$ cat config.mk
export PLATFORM = sky130hd
export DESIGN_NAME = fetch_unit
export DESIGN_NICKNAME = d
export VERILOG_FILES = /design/src/rtl/fetch_unit.sv
export SDC_FILE = /design/constraint.sdc
export NUM_CORES = 1
export LEC_CHECK = 0
export ABC_CLOCK_PERIOD_IN_PS = 3300
export CORE_MARGIN = 2
export CORE_UTILIZATION = 42
export CTS_CLUSTER_SIZE = 20
export DETAILED_ROUTE_END_ITERATION = 6
export PLACE_DENSITY_LB_ADDON = 0.3
export SLEW_MARGIN = 20
export SYNTH_ARGS = -nofsm -noshare
export SYNTH_HDL_FRONTEND = slang
export SYNTH_SLANG_ARGS = --single-unit
$ cat constraint.sdc
create_clock -name clk -period 3.3 [get_ports clk]
set_input_delay 0.66 -clock clk [delete_from_list [all_inputs] [get_ports clk]]
set_output_delay 0.66 -clock clk [all_outputs]
set_load 0.1 [all_outputs]
$ cat src/rtl/fetch_unit.sv
// fetch_unit: PC/instruction register with req/ack imem fetch and sequential/branch/jump next-PC.
// Optional retired-instruction counter enabled by FETCH_INSTR_CNT_EN.
module fetch_unit #(
  parameter int ADDR_W = 32,
  parameter int DATA_W = 32,
  parameter logic [ADDR_W-1:0] RESET_PC = '0
) (
  input  logic              clk,
  input  logic              rst,
  input  logic              stop,
  input  logic              Jump,
  input  logic              Branch,
  input  logic              Zero,
  output logic              imem_req,
  output logic [ADDR_W-1:0] imem_addr,
  input  logic [DATA_W-1:0] imem_rdata,
  input  logic              imem_ack,
  output logic [DATA_W-1:0] instr,
  output logic [5:0]        OpCode,
  output logic [ADDR_W-1:0] pc,
  output logic [ADDR_W-1:0] pc_plus4,
  output logic              busy,
  output logic [31:0]       instr_count
);
  typedef enum logic [1:0] {IDLE, REQ, HOLD} state_t;
  state_t            r_state, w_next;
  logic              r_stop_q, r_req, w_upd;
  logic [ADDR_W-1:0] r_pc, w_pc_next, w_jmp, w_br;
  logic [DATA_W-1:0] r_instr;
  assign pc_plus4  = r_pc + ADDR_W'(4);
  assign w_jmp     = {pc_plus4[ADDR_W-1:28], r_instr[25:0], 2'b00};
  assign w_br      = pc_plus4 + {{(ADDR_W-18){r_instr[15]}}, r_instr[15:0], 2'b00};
  // write-back entry: the FSM just dropped stop
  assign w_upd     = (r_state == HOLD) & r_stop_q & ~stop;
  assign w_pc_next = Jump ? w_jmp : (Branch & Zero) ? w_br : pc_plus4;
  always_comb begin
    w_next = (r_state == IDLE) ? REQ :
             (r_state == REQ)  ? (imem_ack ? HOLD : REQ) :
             (r_state == HOLD) ? (w_upd ? REQ : HOLD) : IDLE;
  end
  always_ff @(posedge clk or negedge rst) begin
    if (!rst) begin
      r_state  <= IDLE;
      r_stop_q <= 1'b0;
      r_req    <= 1'b0;
      r_pc     <= RESET_PC;
      r_instr  <= '0;
    end else begin
      r_state  <= w_next;
      r_stop_q <= stop;
      r_req    <= (w_next == REQ);
      if (r_state == REQ && imem_ack) r_instr <= imem_rdata;
      if (w_upd) r_pc <= w_pc_next;
    end
  end
  assign imem_req  = r_req;
  assign busy      = r_req;
  assign imem_addr = r_pc;
  assign pc        = r_pc;
  assign instr     = r_instr;
  assign OpCode    = r_instr[31:26];
`ifdef FETCH_INSTR_CNT_EN
  logic [31:0] r_cnt;
  always_ff @(posedge clk or negedge rst) begin
    if (!rst) r_cnt <= '0;
    else if (w_upd) r_cnt <= r_cnt + 32'd1;
  end
  assign instr_count = r_cnt;
`else
  assign instr_count = 32'h0;
`endif
endmodule

==> results of run 1 <==
-- Yosys cell counts, drive strengths merged, types with 4 or more instances --
| cell type | count | area share, % |
|---|---|---|
| buf | 77 | 10 |
| dfrtp | 66 | 29 |
| nand2 | 65 | 4.3 |
| o21ai | 51 | 4.5 |
| a21oi | 48 | 4.3 |
| nor2 | 38 | 2.6 |
| ha | 36 | 7.8 |
| xnor2 | 35 | 5.3 |
| mux2 | 33 | 6.5 |
| clkbuf | 21 | 1.4 |
| nand3 | 21 | 1.8 |
| a21o | 17 | 2.2 |
| xor2 | 16 | 2.4 |
| inv | 13 | 0.85 |
| a211oi | 12 | 1.7 |
| and3 | 12 | 1.3 |
| nor3 | 9 | 1.0 |
| o211ai | 9 | 1.2 |
| a31oi | 8 | 0.87 |
| and2 | 8 | 0.87 |
| o21bai | 8 | 1.0 |
| nand2b | 5 | 0.54 |
| nand4 | 5 | 0.81 |
| o22ai | 5 | 0.54 |
| nor2b | 4 | 0.44 |
| o21a | 4 | 0.52 |
-- metal layers --
metal,vias up,part of all wire [%],GRT usage [%]
li1,2875,-,-
met1,3034,44,39.3
met2,270,48,45.8
met3,50,6.1,5.36
met4,0,2.4,9.74
met5,-,0,0
-- worst register-to-register path: stages (launching register included) --
cell and delay (ns):
sky130_fd_sc_hd__dfrtp_4 0.44, sky130_fd_sc_hd__nand4_4 0.16, sky130_fd_sc_hd__nor2_4 0.22, sky130_fd_sc_hd__and2_4 0.23, sky130_fd_sc_hd__xor2_4 0.23, sky130_fd_sc_hd__ha_1 0.29
sky130_fd_sc_hd__a21o_1 0.19, sky130_fd_sc_hd__a21o_1 0.21, sky130_fd_sc_hd__a221oi_4 0.32, sky130_fd_sc_hd__o21ai_4 0.10, sky130_fd_sc_hd__nand3_2 0.11, sky130_fd_sc_hd__nor3_1 0.06
sky130_fd_sc_hd__or4_1 0.50, sky130_fd_sc_hd__a32o_1 0.23
-- sequential cells by signal (all words and copies together) (netlist names) --
signal,count
r_state,2
r_stop_q,1
instr,32
busy,1
imem_addr,30
-- layout make-up --
cell class	count	share of cell area, %
well taps	176	2.24
multi-input cells	526	45.8
repair buffers	351	30.6
clock buffers	10	2.43
clock inverters	6	0.889
flip-flops and latches	66	17.5
inverters	14	0.533
-- per-stage QoR --
| step | hold slack [ns] | instance area (um^2) | TNS, ns | std cells | utilization (%) |
|---|---|---|---|---|---|
| final | 0.315 | 9850 | -0.349 | 1149 | 74.1 |
| after global routing | 0.366 | 9850 | -1.88 | 1149 | 74.1 |
| after global placement | 0.517 | 8810 | -1.10 | 1105 | 66.3 |
| after detailed placement | 0.532 | 8810 | -1.95 | 1105 | 66.3 |
| after CTS | 0.348 | 9550 | -0.174 | 1133 | 71.9 |
| after floorplan | 0.364 | 6460 | -13.63 | 704 | - |
-- repair_timing --
action | in CTS | in global routing
resized for setup | 65 | 45
cloned | 0 | 0
pin swaps | 34 | 30
endpoints found under the setup margin | 15 | 17
setup buffers | 12 | 16
-- cell families after synthesis --
kind of cell             count (synthesis)  share of synthesized area, %
adder cells (fa/ha/maj)                 37                          8.20
AO/OA/AOI/OAI                          183                          20.3
AND/OR/NAND/NOR                        182                          15.8
other                                    1                        0.0653
XOR/XNOR                                51                          7.78
multiplexers                            35                          6.82
buffers and inverters                  112                          12.3
flip-flops                              66                          28.8
-- final timing paths --
| check | endpoint | cells after the start | start |
|---|---|---|---|
| setup / recovery | imem_addr[28] | 13 | imem_addr[5] |
| min in group clk | instr[31] | 1 | instr[31] |
| hold reg to reg | instr[31] | 1 | instr[31] |
| hold / removal | instr[4] | 2 | rst |
| setup reg to reg | imem_addr[28] | 13 | imem_addr[5] |
| max in group asynchronous | imem_addr[21] | 2 | rst |
==> results.yml, run 1 <==
cells_and_area:
  final-seq-area_um2: 1720
  finalNetCount: 1044
  insertedDiodeCount: 0
  layout-drive-gt1-share_pct: 51.6
  layout.cells.most_common: "sky130_fd_sc_hd__buf_4"
  area_taken_by_multi_input_logic_gates_um2: 4510
  n_fill_cell: 943
  syn_to_final_growth_pct: 71.6
  layout.cells.most_common_list: "sky130_fd_sc_hd__buf_4, sky130_fd_sc_hd__nand2_1, sky130_fd_sc_hd__dfrtp_1"
synthesis:
  synth_area_um2: 5740
  synth-main-ff-cell: "sky130_fd_sc_hd__dfrtp_1"
  ys.warnings.count: 0
  synth.distinct_cells: 67
  flip_flop_and_latch_count_after_synthesis: 66
  synth.avg_cell_area_um2: 8.61
  postSynthCellCount: 667
  proportion_of_register_bits_with_asynchronous_set_or_reset_after_synthesis_pct: 100
  post_synth_edffs: 0
  synth.yosys.seq_area_share_pct: 28.8
clocking:
  post_cts_hold_buffer_count: 0
  clock_transition_at_the_registers_of_the_reported_paths_ns: 0.06
  clkSinkCount: 66
  clkLatencyLatePin_ns: 0.34
  root_buffer: "sky130_fd_sc_hd__clkbuf_16"
  clock_tree.buffer_depth: 2
  htree_levels: 3
  cts_buffers: 9
  tritoncts: "built"
critical_path:
  path_delay_family: "simple AND/OR/NAND/NOR gates"
  worstSetupEndpointType: "register"
  register_to_register_path_setup_slack_ns: -0.09
  timing.critical_path.required_ns: 3.53
  cp_cell_sequence: "nand4_4 > nor2_4 > and2_4 > xor2_4 > ha_1 > a21o_1 > a21o_1 > a221oi_4 > o21ai_4 > nand3_2 > nor3_1 > or4_1 > a32o_1"
  critical_path.n_buffers_inverters: 0
  critical_path_class: "reg -> reg"
  crit_path_top_delay_cell: "sky130_fd_sc_hd__or4_1"
  worstPathMaxFanout: 4
  timing.critical_path.slowest_cell_delay_ns: 0.50
  critical-path-top-cell-by-count: "sky130_fd_sc_hd__a21o_1"
  startpoint_type: "register"
  timing.critical_path.arrival_ns: 3.61
floorplan:
  die_width_um: 121
  chipHeight_um: 121
  start_util_pct: 43.2
  ios: 207
  placeableCoreArea_um2: 13300
  num_rows: 42
  die-area_um2: 14600
global_route:
  grt_antenna_before_repair: 0
  total_routing_usage_reported_by_global_routing_pct: 28.8
  grt_max_degree: 67
  grt.overflow.total: 0
  grt_pass1_wl_um: 32900
  first_global_vias: 6273
route:
  first_pass_iteration_count_of_the_detailed_router: 5
  routed-via-count: 6229
  avgViaCountPerCell: 5.42
  first_iter_violations: 470
  detail_route.drc_violations: 0
  finalWirelength_um: 21500
  ant_nets: 0
  routed_wire_length_per_instance_um: 18.7
sta:
  rsz0062_at_grt: "true"
  final_worst_path_period_share_pct: 103
  count_of_final_setup_violators: 8
  number_of_slew_limit_violations_in_the_final_report: 0
  max_freq_mhz: 295
  post-route-worst-setup-slack_ns: -0.0868
  timing.slew.headroom_pct: 42.2
  finalCriticalPeriod_ns: 3.39
  clock-skew-final_ns: 0.0101
  worst_pin_slew_ns: 0.867
  hold_viol_final: 0
place:
  gpl.final_weighted_congestion: 0.982
  preCtsSetupSlack_ns: -0.332
  numPortBuffers: 168
  hpwl_dp_um: 15600
run_status:
  failed_checks: "negative setup slack"
  status: "finished with violations"
hold_path:
  worst_hold_path_type: "in -> async"
job:
  timing.max_cap.violations: 0
Power of run 1 is left out: the tool's default activity adds up to more than one toggle a clock period on the data nets, which glitch-free logic cannot reach.
==> run 2: changes to the inputs <==
Settings changed: HOLD_SLACK_MARGIN set to 0.15.
==> results of run 2 <==
No change in the layout: final DEF, timing and power equal those of run 1.
Power of run 2 is left out for the same reason.
